--- config.mk ---
export PLATFORM = sky130hd
export DESIGN_NAME = lock_sweep_ctrl
export DESIGN_NICKNAME = d
export VERILOG_FILES = /design/src/rtl/lock_pkg.sv /design/src/rtl/lock_settle_cnt.sv /design/src/rtl/lock_sweep_ctrl.sv
export SDC_FILE = /design/constraint.sdc
export NUM_CORES = 1
export LEC_CHECK = 0
export ABC_AREA = 1
export CORE_MARGIN = 1.5
export CORE_UTILIZATION = 49
export CTS_BUF_LIST = sky130_fd_sc_hd__clkbuf_16
export DETAILED_ROUTE_END_ITERATION = 10
export HOLD_SLACK_MARGIN = 0.15
export PLACE_DENSITY = 0.78
export SLEW_MARGIN = 0
export SYNTH_ARGS = -nofsm -noshare
export SYNTH_HDL_FRONTEND = slang
export SYNTH_HIERARCHICAL = 1
export SYNTH_SLANG_ARGS = --single-unit
--- constraint.sdc ---
create_clock -name clk -period 2.8 [get_ports clk]
set_clock_uncertainty 0.1 [all_clocks]
set_input_delay 0.56 -clock clk [delete_from_list [all_inputs] [get_ports clk]]
set_output_delay 0.56 -clock clk [all_outputs]
set_load 0.01 [all_outputs]
--- src/rtl/lock_pkg.sv ---
// Shared types and constants for the lock sweep / key-search controller.
package lock_pkg;

  // Widths of the c17 benchmark with a 3-bit key
  localparam int C17_N_IN  = 5;
  localparam int C17_N_OUT = 2;
  localparam int C17_N_KEY = 3;

  localparam logic MODE_VERIFY = 1'b0;
  localparam logic MODE_SEARCH = 1'b1;

  typedef enum logic [1:0] {
    IDLE    = 2'd0,
    SETTLE  = 2'd1,
    COMPARE = 2'd2,
    DONE    = 2'd3
  } state_e;

endpackage

--- src/rtl/lock_settle_cnt.sv ---
// Loadable down-counter: after load, expire rises on the SETTLE_CYC-th enabled cycle.
module lock_settle_cnt #(
  parameter int SETTLE_CYC = 1
) (
  input  logic clk,
  input  logic rst_n,
  input  logic load,
  input  logic en,
  output logic expire
);

  localparam int CW = (SETTLE_CYC > 1) ? $clog2(SETTLE_CYC) : 1;
  localparam logic [CW-1:0] LOAD_VAL = CW'(SETTLE_CYC - 1);

  logic [CW-1:0] cnt_q, cnt_d;

  // Load on entry to a settle window, count down while enabled, park at zero
  always_comb begin
    cnt_d = cnt_q;
    if (load)
      cnt_d = LOAD_VAL;
    else if (en && (cnt_q != '0))
      cnt_d = cnt_q - CW'(1);
  end

  // Counter register
  always_ff @(posedge clk) begin
    if (!rst_n) cnt_q <= '0;
    else        cnt_q <= cnt_d;
  end

  assign expire = en && (cnt_q == '0);

endmodule

--- src/rtl/lock_sweep_ctrl.sv ---
// Exhaustive pattern sweep with locked-vs-oracle compare; verifies one key or
// searches keys in ascending order for the first zero-mismatch key.
module lock_sweep_ctrl
  import lock_pkg::*;
#(
  parameter int N_IN       = C17_N_IN,
  parameter int N_OUT      = C17_N_OUT,
  parameter int N_KEY      = C17_N_KEY,
  parameter int SETTLE_CYC = 1
) (
  input  logic             clk,
  input  logic             rst_n,
  input  logic             start,
  input  logic             mode,
  input  logic [N_KEY-1:0] key_in,
  input  logic [N_OUT-1:0] dut_out,
  input  logic [N_OUT-1:0] ref_out,
  output logic [N_IN-1:0]  pat,
  output logic [N_KEY-1:0] key,
  output logic             busy,
  output logic             done,
  output logic [N_IN:0]    mismatch_cnt,
  output logic             key_found,
  output logic [N_KEY-1:0] found_key
);

  state_e             state_q, state_d;
  logic               mode_q, mode_d;
  logic [N_IN-1:0]    pat_q, pat_d;
  logic [N_KEY-1:0]   key_q, key_d;
  logic [N_IN:0]      mcnt_q, mcnt_d;
  logic               found_q, found_d;
  logic [N_KEY-1:0]   fkey_q, fkey_d;
  logic               settle_load, settle_exp;
  logic               mis, pat_end;
  logic [N_IN:0]      mcnt_inc;

  lock_settle_cnt #(.SETTLE_CYC(SETTLE_CYC)) u_settle (
    .clk    (clk),
    .rst_n  (rst_n),
    .load   (settle_load),
    .en     (state_q == SETTLE),
    .expire (settle_exp)
  );

  // Compare result for the pattern currently held on the DUT/oracle
  always_comb begin
    mis      = (dut_out != ref_out);
    mcnt_inc = mcnt_q + {{N_IN{1'b0}}, mis};
    // Search mode gives up on a key at its first mismatching pattern
    pat_end  = (&pat_q) || ((mode_q == MODE_SEARCH) && mis);
  end

  // Sweep sequencing and result bookkeeping
  always_comb begin
    state_d     = state_q;
    mode_d      = mode_q;
    pat_d       = pat_q;
    key_d       = key_q;
    mcnt_d      = mcnt_q;
    found_d     = found_q;
    fkey_d      = fkey_q;
    settle_load = 1'b0;
    case (state_q)
      IDLE: begin
        if (start) begin
          mode_d      = mode;
          key_d       = (mode == MODE_SEARCH) ? '0 : key_in;
          pat_d       = '0;
          mcnt_d      = '0;
          found_d     = 1'b0;
          fkey_d      = '0;
          settle_load = 1'b1;
          state_d     = SETTLE;
        end
      end
      SETTLE: begin
        if (settle_exp) state_d = COMPARE;
      end
      COMPARE: begin
        mcnt_d = mcnt_inc;
        if (!pat_end) begin
          pat_d       = pat_q + N_IN'(1);
          settle_load = 1'b1;
          state_d     = SETTLE;
        end else if (mode_q == MODE_VERIFY) begin
          state_d = DONE;
        end else if (mcnt_inc == '0) begin
          found_d = 1'b1;
          fkey_d  = key_q;
          state_d = DONE;
        end else if (&key_q) begin
          state_d = DONE;
        end else begin
          key_d       = key_q + N_KEY'(1);
          pat_d       = '0;
          mcnt_d      = '0;
          settle_load = 1'b1;
          state_d     = SETTLE;
        end
      end
      DONE:    state_d = IDLE;
      default: state_d = IDLE;
    endcase
  end

  // State and result registers; results persist in IDLE until the next start
  always_ff @(posedge clk) begin
    if (!rst_n) begin
      state_q <= IDLE;
      mode_q  <= MODE_VERIFY;
      pat_q   <= '0;
      key_q   <= '0;
      mcnt_q  <= '0;
      found_q <= 1'b0;
      fkey_q  <= '0;
    end else begin
      state_q <= state_d;
      mode_q  <= mode_d;
      pat_q   <= pat_d;
      key_q   <= key_d;
      mcnt_q  <= mcnt_d;
      found_q <= found_d;
      fkey_q  <= fkey_d;
    end
  end

  assign pat          = pat_q;
  assign key          = key_q;
  assign busy         = (state_q == SETTLE) || (state_q == COMPARE);
  assign done         = (state_q == DONE);
  assign mismatch_cnt = mcnt_q;
  assign key_found    = found_q;
  assign found_key    = fkey_q;

endmodule

Word level (Yosys, flattened, before mapping):

Cells that the tools add are included.

* add/subtract/negate cells: 4
* equal/unequal tests: 14
* multiplexer cells: 42
* bitwise operators: 2
* reduce and logical (&&, ||, !) cells: 17

Operators by type and width (count)
* $mux W3: 10
* $mux W6: 5
* $mux W5: 5
* $reduce_and A5 Y1: 3
* $ne A2 B2 Y1 const B: 7
* $mux W2: 6
* $pmux W3 S2: 2
* $pmux W6 S2: 1
* $pmux W5 S2: 1
* $mux W1: 9
* $ne A3 B3 Y1 const B: 3
* $pmux W2 S4: 1
* $add A6 B1 Y6: 1
* $logic_not A6 Y1: 1
* $reduce_and A2 Y1: 3
* $reduce_and A6 Y1: 1
* $add A5 B1 Y5 const B: 1
* $eq A2 B2 Y1 const B: 2
* $pmux W1 S2: 2
* $add A3 B1 Y3 const B: 1
* $logic_and A1 B1 Y1: 3
* $reduce_and A3 Y1: 1
* $eq A2 B1 Y1 const B: 1
* $logic_not A2 Y1: 1
* 6 further kinds: 8

* register bits: 22
* input bits: 11
* output and inout bits: 20
* logic and storage cells: 87

Depth between registers and ports, before layout:

* depth after elaboration: 8
* mapped depth: 17
* gate-level depth less buffers: 17

Cells and area by module:

Netlist, hierarchy kept.

Modules (own cells, without submodules)
* lock_sweep_ctrl: instances 1, cells each 187, area an instance 1311.3 µm², sequential area each 420.4 µm²
* lock_settle_cnt: instances 1, cells each 7, area an instance 42.5 µm², sequential area each 20.0 µm²

Worst setup path before layout:

No wires, ideal clock.

* kind: input -> register
* from: input ref_out[0]
* to: register key_q[1], in the netlist key[1]
* library setup time: 0.120 ns
* arrival: 2.062 ns
* data required time: 2.580 ns
* setup slack: 0.518 ns
* stages on the path: 14
* path through: xnor2_1 > nand2_1 > ha_1 > ha_1 > nor2_1 > nand2_1 > nor2_2 > nand3_2 > nand2_2 > nand2_1 > nand2_1 > inv_1 > nand2_1 > a21oi_1

* cells in the longest elaborated chain, start to end: 5
* elaborated cells between the ends (all ways): 8
* classes of those cells: add/sub (1); eq/ne (3); reduce/logical (4)

Ends and longest elaborated chain
* from (decl): RTL line lock_sweep_ctrl.sv:17 `input logic [N_OUT-1:0] ref_out,`
* $ne A2 B2 Y1 (*): RTL line lock_sweep_ctrl.sv:48 `mis = (dut_out != ref_out);`
* $add A6 B1 Y6 / $logic_and A1 B1 Y1 (equally long branches): RTL line lock_sweep_ctrl.sv:49, lock_sweep_ctrl.sv:51
* $logic_not A6 Y1 / $logic_or A1 B1 Y1 (equally long branches): RTL line lock_sweep_ctrl.sv:88, lock_sweep_ctrl.sv:51
* $ne A2 B2 Y1 (no source line)
* $reduce_and A6 Y1 (no source line) (*)
* to (signal assigned): RTL line lock_sweep_ctrl.sv:121 `key_q <= key_d;`
* to (decl): RTL line lock_sweep_ctrl.sv:30 `logic [N_KEY-1:0] key_q, key_d;`

Every way passes the cells marked *; elsewhere a longest branch is shown, timed or not.
A chain may end at the register's enable or synchronous reset.

Worst setup path after layout:

* from: input ref_out[0]
* to: register pat_q[2], in the netlist pat[2]

* cells in the longest elaborated chain, start to end: 5
* elaborated cells between the ends (all ways): 11
* classes of those cells: add/sub (1); eq/ne (4); mux (2); reduce/logical (4)

Ends and longest elaborated chain
* $ne A2 B2 Y1 (*): RTL line lock_sweep_ctrl.sv:48
* $add A6 B1 Y6 / $logic_and A1 B1 Y1 (equally long branches): RTL line lock_sweep_ctrl.sv:49, lock_sweep_ctrl.sv:51
* $logic_not A6 Y1 / $logic_or A1 B1 Y1 (equally long branches): RTL line lock_sweep_ctrl.sv:88, lock_sweep_ctrl.sv:51
* $ne A3 B3 Y1 (no source line) / $mux W5 (equally long branches)
* $reduce_and A5 Y1 (no source line) / $pmux W5 S2 (equally long branches)
* to (signal assigned): RTL line lock_sweep_ctrl.sv:120 `pat_q <= pat_d;`
* to (decl): RTL line lock_sweep_ctrl.sv:29 `logic [N_IN-1:0] pat_q, pat_d;`

Marked as above.

==> reports/qor.yml <==
outcome:
  status: "completed"
clocking:
  root_buffer: "clkbuf_16"
  cts_made_buffers: 3
  cts_tree: "built"
  clkTransAtPathRegs_ns: 0.06
  cts.sinks: 22
  h-tree-depth: 1
  worstSkewPairLatency_ns: 0.26
  cts_buffer_depth: 2
routing:
  via_per_inst: 5.453
  drt_iter0_drc: 54
  wirelength_um: 3278
  dr.pass1.iters: 4
  wl_per_cell_um: 12.71
  vias: 1407
  drc: 0
  antenna_left: 0
logic_synthesis:
  synth_top_area_share_pct: 32.53
  yosysMostFrequentCell: "nand2_1"
  yosysWarnings: 6
  synth_ff_type: "dfxtp_1"
  syn_nets: 216
  synth_cell_type_count: 30
  synth_cells: 194
  ys_top_cells_by_count: "50 x nand2_1, 22 x dfxtp_1, 22 x inv_1, 21 x a21oi_1, 19 x nand3_1"
  ys_seq_area_share_pct: 32.53
  syn-cell-area_um2: 1354
  synth_area_per_cell_um2: 6.978
  yosys.area.top_type: "dfxtp_1"
  synthTopCellsByArea: "dfxtp_1 33%, nand2_1 14%, ha_1 10%, a21oi_1 7.8%, nand3_1 7.0%"
  synth_seq_cells: 22
  synth_edf_count: 0
  postSynth.asyncResetShare_pct: 0
critical_path:
  required_ns: 2.87
  crit_fanout: 7
  critPathKind: "input port to register"
  worstRegToRegCells: 10
  critPathLaunchType: "input port"
  end_kind: "register"
  cp_data_arrival_time_ns: 2.74
power_and_ir_drop:
  p_total_mw: 1.261
  leakage_nw: 0.7183
  seqPwrFrac_pct: 30.9
  swShare_pct: 39.50
  p_comb_share_pct: 45.1
  internal_power_mw: 0.7631
  p_switching_mw: 0.4981
  vdd_drop_max_mv: 0.5816
  power_density_nw_per_um2: 708.4
  p_clk_share_pct: 24.0
sta:
  rsz0062_at_grt: "false"
  finalCritPeriodShare_pct: 95.22
  slew_viol_final: 0
  period_minus_slack_ns: 2.666
  hold_slack_ns: 0.3348
  fin_ws_ns: 0.1338
  relSlewSlack_pct: 65.34
  max_freq_mhz: 375.1
  worst_pin_slew_ns: 0.5168
  final.setup.tns_ns: 0
  hold_viol: 0
  setup_viol: 0
layout:
  final_util_pct: 69.96
  final_cell_count_no_fill: 258
  synthToLayoutAreaGrowth_pct: 31.52
  drive_above_1_share_pct: 7.895
  design_area_um2: 1780
  nFillCells: 221
  diodes: 0
  layout.nets: 251
placement:
  place_inst: 254
  portBuffers: 30
  gp_congestion: 0.8054
  dp_hpwl_um: 2486
  preCtsSetupSlack_ns: -0.1065
  placed_area_um2: 1699
global_route:
  grt_max_degree: 19
  grt_pass1_wl_um: 5526
  grt_pass1_vias: 1283
  gr-total-overflow: 0
  antenna_found_initial: 0
  grt_util_all_layers_pct: 21.88
run:
  drv_cap: 0
worst_hold_path:
  min_path_cells: 2
  hold_class: "register to register"
floorplan:
  core_area_um2: 2545
  die_h_um: 55.56
  io_pins: 31
  rows: 18
  dieArea_um2: 3087
  initial_core_util_pct: 53.20
  die_width_um: 55.56
==> registers in the layout, summed over array words and instances (netlist names) <==
signal and cells:
pat 5, mode_q 1, u_settle/cnt_q 1, key_found 1, found_key 3, mismatch_cnt 6, state_q 2, key 3
==> what timing repair did <==
action,CTS,global route
gates resized for setup,0,1
setup buffers,0,0
setup endpoints to repair,0,1
hold buffers,0,0
endpoints found under the hold margin,0,0
==> path summary, 6_finish.rpt <==
path / from / end / slack (ns)
max: ref_out[0] / pat[2] / 0.13
min: u_settle/cnt_q / u_settle/cnt_q / 0.33
max reg2reg: state_q[0] / found_key[1] / 0.73
min reg2reg: u_settle/cnt_q / u_settle/cnt_q / 0.33
==> cell families (layout without fill, tap and decap cells) <==
family | after synthesis | count (layout) | synth area share, %
buffers and inverters | 28 | 62 | 8.041
flip-flops | 22 | 22 | 32.53
adder cells (fa/ha/maj) | 11 | 11 | 10.17
AO/OA/AOI/OAI | 31 | 31 | 13.12
AND/OR/NAND/NOR | 97 | 97 | 32.90
XOR/XNOR | 5 | 5 | 3.235
==> layout make-up <==
class | instances | area (um^2) | share of cell area, %
multi-input cells | 144 | 807.0 | 45.33
flip-flops and latches | 22 | 440.4 | 24.74
repair buffers | 33 | 322.8 | 18.13
inverters | 25 | 93.84 | 5.271
clock buffers | 3 | 75.07 | 4.216
well taps | 30 | 37.54 | 2.108
clock inverters | 1 | 3.754 | 0.2108
==> worst max-delay path, cell delays in order <==
cell and delay, ns:
clkdlybuf4s50_1 0.48, xnor2_1 0.11, nand2_1 0.10, ha_1 0.21, ha_1 0.30, nor2_1 0.11
nand2_1 0.07, nor2_2 0.15, nand3_2 0.12, nand2_2 0.11, nand3_4 0.12, nand2_4 0.12
nand2_1 0.05, a21oi_1 0.12
==> power groups by stage <==
stage | Sequential (mW) | Clock [mW] | Combinational [mW]
finish | 0.390 | 0.303 | 0.568
CTS | 0.390 | 0.309 | 0.561
global route | 0.397 | 0.321 | 0.635
global placement | 0.394 | 0 | 0.532
floorplan | 0.399 | 0 | 0.371
detailed placement | 0.397 | 0 | 0.553
==> per-layer routing <==
metal  GRT usage (%)  part of all wire, %
met1           25.22                   42
met4           4.181                 0.76
met3           4.918                  4.6
met5               0                    0
met2           40.99                   52
==> cell usage in the layout (no fill, tap or decap) <==
cell / Yosys / layout
xnor2_1: 3 / 3
nand3_1: 19 / 19
a22o_1: 2 / 2
nand2_4: 1 / 1
a21oi_1: 21 / 21
a21oi_2: 1 / 1
a22oi_1: 1 / 1
buf_4: 1 / 3
clkinv_1: 1 / 2
nor2_1: 14 / 14
or2_2: 1 / 1
nand2_1: 50 / 49
o21ai_2: 1 / 1
inv_2: 2 / 2
o21bai_1: 1 / 1
o21ai_0: 2 / 2
nand4_1: 4 / 4
a211oi_1: 1 / 1
nand3b_1: 1 / 1
ha_1: 11 / 11
clkdlybuf4s50_1: 0 / 30
nand2_2: 1 / 2
nor2_2: 1 / 1
nand3_2: 2 / 2
o21ai_1: 1 / 1
nor3_1: 2 / 2
clkbuf_16: 0 / 3
xor2_1: 2 / 2
dfxtp_1: 22 / 22
nand3_4: 1 / 1
inv_1: 22 / 22
No activity file was read; power rests on OpenSTA's default activity.
